## src/rtl/data_bus_arbiter.sv

```systemverilog
`default_nettype none
// ============================================================================
// Module   : data_bus_arbiter
// Brief    : Two-requester round-robin arbiter for a shared data-memory port
//            (IDLE -> ACCESS -> RESP). Optional ARB_WRITE_PROTECT_EN blocks m1
//            writes to 0x6000..0x10000 and flags them on wr_err.
// Revision : 1.0 - initial release
// ============================================================================
module data_bus_arbiter #(
    parameter int ADDR_W = 32,
    parameter int DATA_W = 32
) (
    input  logic              clk,
    input  logic              reset,
    input  logic              m0_req,
    input  logic              m0_we,
    input  logic [ADDR_W-1:0] m0_addr,
    input  logic [DATA_W-1:0] m0_wd,
    output logic              m0_gnt,
    output logic [DATA_W-1:0] m0_rdata,
    input  logic              m1_req,
    input  logic              m1_we,
    input  logic [ADDR_W-1:0] m1_addr,
    input  logic [DATA_W-1:0] m1_wd,
    output logic              m1_gnt,
    output logic [DATA_W-1:0] m1_rdata,
    output logic [ADDR_W-1:0] mem_addr,
    output logic [DATA_W-1:0] mem_wd,
    output logic              mem_we,
    input  logic [DATA_W-1:0] mem_rd,
    output logic              busy,
    output logic              wr_err
);

    localparam logic [1:0] c_idle   = 2'd0;
    localparam logic [1:0] c_access = 2'd1;
    localparam logic [1:0] c_resp   = 2'd2;

    logic [1:0]        r_state;
    logic              r_last_m1;
    logic              r_sel_m1;
    logic              r_prot;
    logic              r_gnt0;
    logic              r_gnt1;
    logic              r_err;
    logic              r_busy;
    logic [ADDR_W-1:0] r_mem_addr;
    logic [DATA_W-1:0] r_mem_wd;
    logic              r_mem_we;
    logic [DATA_W-1:0] r_rdata0;
    logic [DATA_W-1:0] r_rdata1;

    logic              w_any;
    logic              w_pick_m1;
    logic              w_prot;
    logic [ADDR_W-1:0] w_win_addr;
    logic [DATA_W-1:0] w_win_wd;
    logic              w_win_we;

    // On a tie the requester that was not served last wins.
    assign w_any      = m0_req | m1_req;
    assign w_pick_m1  = m1_req & (~m0_req | ~r_last_m1);
    assign w_win_addr = w_pick_m1 ? m1_addr : m0_addr;
    assign w_win_wd   = w_pick_m1 ? m1_wd   : m0_wd;
    assign w_win_we   = w_pick_m1 ? m1_we   : m0_we;

`ifdef ARB_WRITE_PROTECT_EN
    localparam logic [ADDR_W-1:0] c_prot_lo = ADDR_W'(32'h0000_6000);
    localparam logic [ADDR_W-1:0] c_prot_hi = ADDR_W'(32'h0001_0000);
    assign w_prot = w_pick_m1 & m1_we & (m1_addr >= c_prot_lo) & (m1_addr <= c_prot_hi);
`else
    assign w_prot = 1'b0;
`endif

    always_ff @(posedge clk) begin
        if (reset) begin
            r_state    <= c_idle;
            r_last_m1  <= 1'b1;
            r_sel_m1   <= 1'b0;
            r_prot     <= 1'b0;
            r_gnt0     <= 1'b0;
            r_gnt1     <= 1'b0;
            r_err      <= 1'b0;
            r_busy     <= 1'b0;
            r_mem_addr <= '0;
            r_mem_wd   <= '0;
            r_mem_we   <= 1'b0;
            r_rdata0   <= '0;
            r_rdata1   <= '0;
        end else begin
            case (r_state)
                c_idle: begin
                    if (w_any) begin
                        r_state    <= c_access;
                        r_busy     <= 1'b1;
                        r_sel_m1   <= w_pick_m1;
                        r_last_m1  <= w_pick_m1;
                        r_prot     <= w_prot;
                        r_mem_addr <= w_win_addr;
                        r_mem_wd   <= w_win_wd;
                        r_mem_we   <= w_win_we & ~w_prot;
                    end
                end
                c_access: begin
                    r_state    <= c_resp;
                    r_mem_addr <= '0;
                    r_mem_wd   <= '0;
                    r_mem_we   <= 1'b0;
                    if (r_sel_m1) r_rdata1 <= mem_rd;
                    else          r_rdata0 <= mem_rd;
                    r_gnt0     <= ~r_sel_m1;
                    r_gnt1     <= r_sel_m1;
                    r_err      <= r_prot;
                end
                c_resp: begin
                    r_state <= c_idle;
                    r_busy  <= 1'b0;
                    r_gnt0  <= 1'b0;
                    r_gnt1  <= 1'b0;
                    r_err   <= 1'b0;
                end
                default: begin
                    r_state    <= c_idle;
                    r_busy     <= 1'b0;
                    r_gnt0     <= 1'b0;
                    r_gnt1     <= 1'b0;
                    r_err      <= 1'b0;
                    r_mem_addr <= '0;
                    r_mem_wd   <= '0;
                    r_mem_we   <= 1'b0;
                end
            endcase
        end
    end

    // Reset in the RESP cycle must suppress the grant that is already registered.
    assign m0_gnt   = r_gnt0 & ~reset;
    assign m1_gnt   = r_gnt1 & ~reset;
    assign wr_err   = r_err & ~reset;
    assign m0_rdata = r_rdata0;
    assign m1_rdata = r_rdata1;
    assign mem_addr = r_mem_addr;
    assign mem_wd   = r_mem_wd;
    assign mem_we   = r_mem_we;
    assign busy     = r_busy;

endmodule
`default_nettype wire

```

## config.mk

```make
export PLATFORM = sky130hd
export DESIGN_NAME = data_bus_arbiter
export DESIGN_NICKNAME = d
export VERILOG_FILES = /design/src/rtl/data_bus_arbiter.sv
export SDC_FILE = /design/constraint.sdc
export NUM_CORES = 1
export LEC_CHECK = 0
export CORE_MARGIN = 2
export CORE_UTILIZATION = 36
export CTS_BUF_LIST = sky130_fd_sc_hd__clkbuf_4
export DETAILED_ROUTE_END_ITERATION = 12
export HOLD_SLACK_MARGIN = 0.08
export PLACE_DENSITY = 0.78
export SETUP_SLACK_MARGIN = 0.05
export SYNTH_ARGS = -nofsm -noshare
export SYNTH_HDL_FRONTEND = slang
export SYNTH_SLANG_ARGS = --single-unit
```

## constraint.sdc

```tcl
create_clock -name clk -period 1.2 [get_ports clk]
set_input_delay 0.3 -clock clk [delete_from_list [all_inputs] [get_ports clk]]
set_output_delay 0.3 -clock clk [all_outputs]
set_load 0.1 [all_outputs]
```

==> reports/qor.tcl <==
set qor(core_area_mm2) 0.01453
set qor(clk_latency_ns) 0.63
set qor(grt.overflow.total) 0
set qor(worst_margin_slew_ns) 1.153
set qor(cts_root_buf) {sky130_fd_sc_hd__clkbuf_4}
set qor(min_delay_path_depth) 3
set qor(synth.yosys.seq_area_share_pct) 50.72
set qor(ys_seq_elements) 136
set qor(final_common_cell) {sky130_fd_sc_hd__clkdlybuf4s50_1}
set qor(seqPwrFrac_pct) 33.1
set qor(slowest_stage) {sky130_fd_sc_hd__dfxtp_4}
set qor(leakage_power_uw) 0.005639
set qor(critPathLaunchType) {flop}
set qor(dp_hpwl_um) 15060
set qor(fmax_mhz) 528.9
set qor(htree_levels) 4
set qor(synth.lib_cells_used.distinct) 29
set qor(cp-end-kind) {flop}
set qor(report.final.slew_viol_count) 0
set qor(timing.hold.worst.class) {in2reg}
set qor(core.rowCount) 44
set qor(timing_worst_setup_path_type) {reg2reg}
set qor(quantity_of_i_o_buffers_inserted_on_ports) 297
set qor(worst_max_slew_margin_expressed_relative_to_the_limit_pct) 23.13
set qor(count_of_tritonroute_iterations_in_the_first_routing_pass) 6
set qor(grt_antenna_before_repair) 1
set qor(post_route_setup_slack_ns) -0.6907
set qor(floorplan.die_area_mm2) 0.01590
set qor(p_clk_share_pct) 23.0
set qor(syn_to_final_growth_pct) 159.3
set qor(timing.final.crit_share_pct) 157.6
set qor(crit_path_cell_trace) {buf_6 -> buf_6 -> buf_6 -> buf_6 -> nand3b_1 -> buf_12 -> clkbuf_16 -> nand2_4 -> a21oi_2}
set qor(ys.warnings.count) 0
set qor(worstPathMaxFanout) 8
set qor(synth_fp_nets) 698
set qor(synth_top_family_by_area) {compound AO/OA/AOI/OAI gates}
set qor(rsz0062_at_grt) {true}
set qor(die_y_um) 126.1
set qor(drt-total-wl_um) 44320
set qor(synth-compound-area-share_pct) 20.98
set qor(drtAntennaViolNets) 0
set qor(crit_path_max_incr_delay_ns) 0.39
set qor(power.share.combinational_pct) 43.9
set qor(detailroute.via_count) 7650
set qor(syn_area_mm2) 0.005368
set qor(drt-wirelength-per-cell_um) 37.34
set qor(run_status) {finished with violations}
set qor(power.switching_fraction_pct) 42.52
set qor(final-instance-count-excl-fill) 1187
set qor(initialDrtViolationCount) 794
set qor(grt_first_pass_wirelength_um) 41090
set qor(placed_cells_incl_taps) 997
set qor(layout_common_cells) {164 x sky130_fd_sc_hd__clkdlybuf4s50_1, 149 x sky130_fd_sc_hd__buf_12, 121 x sky130_fd_sc_hd__buf_4, 97 x sky130_fd_sc_hd__nand2_4, 91 x sky130_fd_sc_hd__dfxtp_4}
set qor(pin_count_of_the_biggest_net_entering_global_routing) 66
set qor(final_setup_violation_count) 266
set qor(p_sw_uw) 6680
set qor(grt_util_all_layers_pct) 34.30
set qor(timing.final.hold_violations) 0
set qor(initial_standard_cell_utilization_of_the_core_pct) 36.93
set qor(syn_area_per_cell_um2) 10.09
set qor(layout-drive-gt1-share_pct) 74.10
set qor(dr_drc_count) 0
set qor(intPower_uw) 9030
set qor(synthSimpleGateAreaFrac_pct) 11.21
set qor(path_common_cell) {sky130_fd_sc_hd__buf_6}
set qor(cts_hold_buffers) 0
set qor(finish.net_count) 1149
set qor(worst_ep_required_time_ns) 1.68
set qor(clk_pin_slew_ns) 0.14
set qor(synth_fa_ha_area_share_pct) 0
set qor(synth-xor-area-share_pct) 0
set qor(io_pins) 299
set qor(rrSetupSlack_ns) -0.69
set qor(finalWeightedCongestion) 0.8231
set qor(synthMuxAreaShare_pct) 12.31
set qor(synthCells) 532
set qor(failed_checks) {setup timing}
set qor(setup_slack_at_placement_ns) -0.6886
set qor(die_w_um) 126.1
set qor(finalClockSkew_ns) 0.04645
set qor(n_fill_cell) 283
set qor(rr_worst_depth) 9
set qor(vias_in_the_first_global_route) 6831
set qor(timing.final.crit_period_ns) 1.891
set qor(cts.path.max_buffers) 2
set qor(cts.sink_count) 136
set qor(worst_ep_arrival_time_ns) 2.37
set qor(avgViaCountPerCell) 6.445
set qor(cts-buffers-inserted) 17
set qor(power_density_mw_per_mm2) 1129
set qor(tritoncts) {built}
set qor(max_cap_viols) 0
set qor(ir_drop_v) 0.001392
power by group through the flow:
stage	clock network, µW	logic, µW	registers (µW)
floorplan	0	902	7130
global placement	0	4800	5290
detailed placement	0	4880	5310
CTS	3180	5940	5190
global route	3710	6930	5200
finish	3620	6900	5200
per-layer routing:
metal | GRT usage (%) | wire, µm | up-vias
met5 | 0 | 0 | -
met4 | 20.69 | 5985 | 0
met3 | 11.89 | 4549 | 431
met2 | 61.48 | 20240 | 846
met1 | 34.02 | 13550 | 3588
li1 | - | - | 2785
repair_timing:
action / 4_1_cts / 5_1_grt
gates resized for setup: 259 / 225
endpoints found under the setup margin: 264 / 267
buffers inserted: 56 / 70
pin swaps: 86 / 102
gates cloned: 21 / 7
path summary, 6_finish.rpt:
path,end,startpoint
max,m1_rdata[4],r_state[0]
min,r_state[1],reset
max reg2reg,m1_rdata[4],r_state[0]
min reg2reg,m1_rdata[11],m1_rdata[11]
sequential cells by signal, indices dropped and copies added, names as in the netlist:
| register | cells |
|---|---|
| r_state | 2 |
| r_gnt1 | 1 |
| busy | 1 |
| mem_addr | 32 |
| r_last_m1 | 1 |
| mem_we | 1 |
| m0_rdata | 32 |
| m1_rdata | 32 |
| mem_wd | 32 |
| r_sel_m1 | 1 |
| r_gnt0 | 1 |
area by class of cell:
| cell class | instances | area [µm²] | share of cell area (%) |
|---|---|---|---|
| clock inverters | 15 | 160.2 | 1.151 |
| multi-input cells | 350 | 3869 | 27.80 |
| flip-flops and latches | 136 | 3119 | 22.41 |
| repair buffers | 477 | 6385 | 45.88 |
| well taps | 184 | 230.2 | 1.654 |
| inverters | 1 | 8.758 | 0.06293 |
| diodes | 7 | 17.52 | 0.1259 |
| clock buffers | 17 | 127.6 | 0.9170 |
through the flow:
| stage | hold WS (ns) | power, µW | TNS (ns) | cell area, µm² | utilization [%] |
|---|---|---|---|---|---|
| after global routing | 0.1561 | 15840 | -98.27 | 13900 | 95.67 |
| after CTS | 0.1462 | 14310 | -64.41 | 12440 | 85.58 |
| after floorplan | 0.4261 | 8036 | -4.719 | 5702 | - |
| final | 0.1899 | 15710 | -92.62 | 13920 | 95.76 |
| after detailed placement | 0.4662 | 10190 | -57.19 | 10200 | 70.18 |
| after global placement | 0.4591 | 10100 | -53.06 | 10200 | 70.18 |
synthesized netlist by cell type:
cell type / count / share of area, %
sky130_fd_sc_hd__a2111oi_0: 1 / 0.16
sky130_fd_sc_hd__a211o_1: 1 / 0.16
sky130_fd_sc_hd__a21boi_1: 1 / 0.14
sky130_fd_sc_hd__a21oi_1: 64 / 6.0
sky130_fd_sc_hd__a32oi_1: 1 / 0.16
sky130_fd_sc_hd__and3b_1: 1 / 0.16
sky130_fd_sc_hd__buf_1: 1 / 0.070
sky130_fd_sc_hd__buf_2: 22 / 2.1
sky130_fd_sc_hd__buf_4: 4 / 0.56
sky130_fd_sc_hd__buf_6: 4 / 0.84
sky130_fd_sc_hd__clkbuf_1: 14 / 0.98
sky130_fd_sc_hd__clkbuf_4: 1 / 0.14
sky130_fd_sc_hd__conb_1: 1 / 0.070
sky130_fd_sc_hd__dfxtp_1: 136 / 51
sky130_fd_sc_hd__inv_2: 1 / 0.070
sky130_fd_sc_hd__mux2i_1: 66 / 12
sky130_fd_sc_hd__nand2_1: 129 / 9.0
sky130_fd_sc_hd__nand3b_1: 1 / 0.14
sky130_fd_sc_hd__nor2_1: 7 / 0.49
sky130_fd_sc_hd__nor2b_1: 2 / 0.23
sky130_fd_sc_hd__nor3_1: 1 / 0.093
sky130_fd_sc_hd__nor3b_1: 1 / 0.14
sky130_fd_sc_hd__nor3b_2: 1 / 0.23
sky130_fd_sc_hd__nor4b_1: 1 / 0.16
sky130_fd_sc_hd__o21a_1: 2 / 0.28
sky130_fd_sc_hd__o2bb2ai_1: 35 / 5.7
sky130_fd_sc_hd__o2bb2ai_2: 30 / 8.4
sky130_fd_sc_hd__or3b_1: 2 / 0.33
sky130_fd_sc_hd__or4_4: 1 / 0.21
critical path, delay by kind of cell (launching register included):
family | cells | cell delay, ns
AOI/OAI and AO/OA | 1 | 0.28
buffers and inverters | 6 | 0.84
and+or+nand+nor | 2 | 0.26
DFF | 1 | 0.39
cell families (layout without fill, tap and decap cells):
family	after synthesis	in the layout
other cells	1	8
mux	66	66
flops	136	136
buf+inv	47	510
compound gates	135	135
simple gates	147	148
Note: power is estimated with default switching activity, not from simulation.
==> patch 1, RTL diff (same settings) <==
Build with the macro `ARB_WRITE_PROTECT_EN` defined.
--- a/src/rtl/data_bus_arbiter.sv
+++ b/src/rtl/data_bus_arbiter.sv
@@ -6,6 +6,8 @@
 //            writes to 0x6000..0x10000 and flags them on wr_err.
 // Revision : 1.0 - initial release
 // ============================================================================
+`define ARB_WRITE_PROTECT_EN
+
 module data_bus_arbiter #(
     parameter int ADDR_W = 32,
     parameter int DATA_W = 32
Function: changed (Yosys sat finds a counterexample within 4 cycles, from zero or initial values and one cycle with reset high).
==> patch 1 against the original RTL <==
Power down 0.78%. Sequential power about the same. Core utilization down 6.3 points. Sequential cell count up 2. Wire length down 30%. Worst setup slack better by 0.28 ns. The run still ends with setup timing left. Sequential share of layout area down 0.13 points. Critical path type unchanged. Cell area down 2.6%. Area after synthesis up 3.9%. Die area up 3.7%. Combinational power down 4.1%.
==> patch 1: results (changes against the original RTL) <==
- Status: complete, but fails checks
- Failing checks: setup timing
- Worst slack, placed: -1.111 ns (-0.4221 ns)
- Top cells by area, synth: dfxtp_1, mux2i_1, a2bb2oi_1, nand2_1, a21oi_1
- Hold Slack: 0.2602 ns (+0.07021 ns)
- Comb. pwr: 6.62 mW (-4.1%)
- WHS Endpoint: mem_wd[31]
- Switching share of power: 37.64% (-4.9 points)
- DR vias: 6945 (-9.2%)
- Largest net degree at the start of global routing: 53 (-20%)
- Worst setup startpoint: r_last_m1
- Netlist cell types: 30 (+3.4%)
- Initial antenna violation count: 2 (+1)
- Post-DP Area: 10660 um^2 (+4.5%)
- Root Buffer: clkbuf_4
- Crit-path slowest cell: dfxtp_2
- Leakage: 5.488 nW (-2.7%)
- Clock Skews: 0.02297 ns (-0.02348 ns)
- Pin slew with the least headroom to its limit: 0.5150 ns (-0.6380 ns)
- Syn_nets: 788 (+13%)
- PnR worst setup slack: -0.4077 ns (+0.2830 ns)
- HPWL Detailed: 15.11 mm (+0.33%)
- Critical path's largest stage delay: 0.36 ns (-0.03 ns)
- Commonest cells in the netlist: dfxtp_1, nand2_1, nor2_1
- Latest clock arrival within the worst-skew pair: 0.54 ns (-0.09 ns)
- Fillers: 566 (+100%)
- CP Max Fanout: 5 (-3)
- Final estimated routing congestion in global placement: 0.8542 (+3.8%)
- Final-report setup violation count: 266 (unchanged)
- First-pass GRT wire length: 36.29 mm (-12%)
- Metal3 WL: 2.122 mm (-53%)
- WL/cell: 25.01 um (-33%)
- Layout cell share with drive strength beyond 1: 65.40% (-8.7 points)
- Met3 Use GR: 7.568% (-4.3 points)
- R2r endpoint: mem_addr[4]
- Nets: 1203 (+4.7%)
- WP data arrival: 2.03 ns (-0.34 ns)
- R2r worst-path depth: 7 (-2)
- Total Routing Usage GR: 29.15% (-5.2 points)
- Largest delay share family, worst path: compound AO/OA/AOI/OAI gates
- First DRT Iteration DRCs: 408 (-49%)
- Syn avg cell area: 8.964 um^2 (-11%)
- Routed wire length: 31.02 mm (-30%)
- Number of global-route vias before repair: 6481 (-5.1%)
[patch 1: area by class of cell]
| type | count | area, um^2 | area share [%] |
|---|---|---|---|
| antenna | 3 | 7.507 | 0.05538 |
| clock buffer | 19 | 142.6 | 1.052 |
| clock inverter | 12 | 197.7 | 1.458 |
| inverter | 2 | 7.507 | 0.05538 |
| multi-input combinational | 434 | 3993 | 29.45 |
| sequential | 138 | 3020 | 22.28 |
| tap | 188 | 235.2 | 1.735 |
| timing repair buffer | 444 | 5952 | 43.91 |
[patch 1: logic make-up after synthesis]
| group | synth area share, % |
|---|---|
| buffers and inverters | 4.623 |
| flip-flops | 49.55 |
| multiplexers | 12.03 |
| AO/OA/AOI/OAI | 17.59 |
| AND/OR/NAND/NOR | 16.20 |
[patch 1: what timing repair did]
item,4_1_cts,5_1_grt
gates cloned,16,2
setup endpoints to repair,263,265
pin swaps,68,92
buffers inserted,40,55
resized for setup,151,255
hold buffers,1,0
hold endpoints to repair,1,0
==> patch 2, RTL diff (same flow settings) <==
Made on the original files. Make the reset (`reset`) asynchronous in one clocked block.
--- a/src/rtl/data_bus_arbiter.sv
+++ b/src/rtl/data_bus_arbiter.sv
@@ -72,7 +72,7 @@
     assign w_prot = 1'b0;
 `endif
 
-    always_ff @(posedge clk) begin
+    always_ff @(posedge clk or posedge reset) begin
         if (reset) begin
             r_state    <= c_idle;
             r_last_m1  <= 1'b1;
Formal check against the unedited RTL: differs if reset is asserted again (counterexample within 4 cycles, from zero or initial values and one cycle with reset high); with reset held inactive, the same outputs for 10 cycles.
==> patch 2 against the original RTL <==
The run still ends with setup timing left. Cell area decreased by 7.0%. Synthesized cell count decreased by 26%. Area after synthesis increased by 4.8%. Sequential cell count unchanged. Critical path depth decreased by 3. Wire length decreased by 35%. Worst setup slack improved by 0.25 ns. Non-clock buffer count decreased by 1. Core utilization decreased by 11 points. Critical path type unchanged.
Power is not shown: default switching activity piles up to over one toggle a cycle in this logic, so the estimate is an artifact.
==> patch 2: results (changes against the original RTL) <==
- Status: complete, but fails checks
- Failing checks: setup timing
- Final-report setup violation count: 263 (-1.1%)
- Number of detailed-route iterations in the first pass: 5 (-1)
- Layout cell share with drive strength beyond 1: 55.84% (-18 points)
- Post-CTS Setup Bufs: 71 (+27%)
- Commonest cells in the netlist: dfrtp_1, a221o_1, and3_1
- Signal buffers: 476 (-0.21%)
- Top cells by area, synth: dfrtp_1, mux2_2, a221o_1, and3_1, buf_6
- PnR worst setup slack: -0.4410 ns (+0.2497 ns)
- Non-clock buffering overhead: 49.82% (+3.9 points)
- # clk buffers: 21 (+4)
- Nets: 1018 (-11%)
- Syn avg cell area: 14.32 um^2 (+42%)
- First DRT Iteration DRCs: 386 (-51%)
- Non-clock inverter count: 3 (+2)
- Synth async-reset ratio: 100.0% (+100 points)
- Total Routing Usage GR: 28.56% (-5.7 points)
- Seq Cell Count: 136 (unchanged)
- Multi-input combinational area share: 19.78% (-8.0 points)
- Post-CTS Resized: 64 (-75%)
- N_diodes: 1 (-6)
- Row count: 45 (+2.3%)
- Hold Crit Depth: 2 (-1)
- Hold Slack: 0.3532 ns (+0.1633 ns)
- Proportion of synthesized area in mux cells: 13.56% (+1.3 points)
- Synth Area in Compound Gates: 11.89% (-9.1 points)
- WL/cell: 26.59 um (-29%)
- Sequential area share after synthesis: 60.49% (+9.8 points)
- Post-DP Area: 10670 um^2 (+4.6%)
- Netlist cell types: 27 (-6.9%)
- Critical path's largest stage delay: 0.45 ns (+0.06 ns)
- Setup TNS: -81.05 ns (+11.57 ns)
- WHS Endpoint: mem_addr[30]
- Routed wire length: 28.64 mm (-35%)
- Sequential share of cell area: 26.35% (+3.9 points)
- R2r worst-path depth: 6 (-3)
- Placed Instances: 895 (-10%)
- HPWL Detailed: 14.34 mm (-4.8%)
- Number of global-route vias before repair: 5982 (-12%)
- Area Overhead vs Synth: 129.9%
## patch 2: worst max path at each step
stage                             to  slack (ns)  startpoint
after floorplan                 busy       -0.79       reset
after global placement    mem_wd[25]       -0.60      m1_req
after detailed placement  mem_wd[11]       -0.66      m1_req
after CTS                     m1_gnt       -0.39      r_gnt1
after global routing      mem_wd[30]       -0.44  r_state[1]
final                     mem_wd[30]       -0.44  r_state[1]
## patch 2: kinds of logic (layout without fill, tap and decap cells)
family | Yosys count | in the layout
flops | 136 | 136
buf+inv | 40 | 511
compound gates | 68 | 68
mux | 66 | 66
simple gates | 82 | 83
other cells | 1 | 2
## patch 2: layer usage
| metal | up-vias | track usage [%] | share of wire (%) |
|---|---|---|---|
| met2 | 406 | 49.77 | 52 |
| met1 | 2955 | 32.56 | 35 |
| li1 | 2428 | - | - |
| met3 | 105 | 7.762 | 7.7 |
| met4 | 0 | 13.87 | 4.7 |
| met5 | - | 0 | 0 |
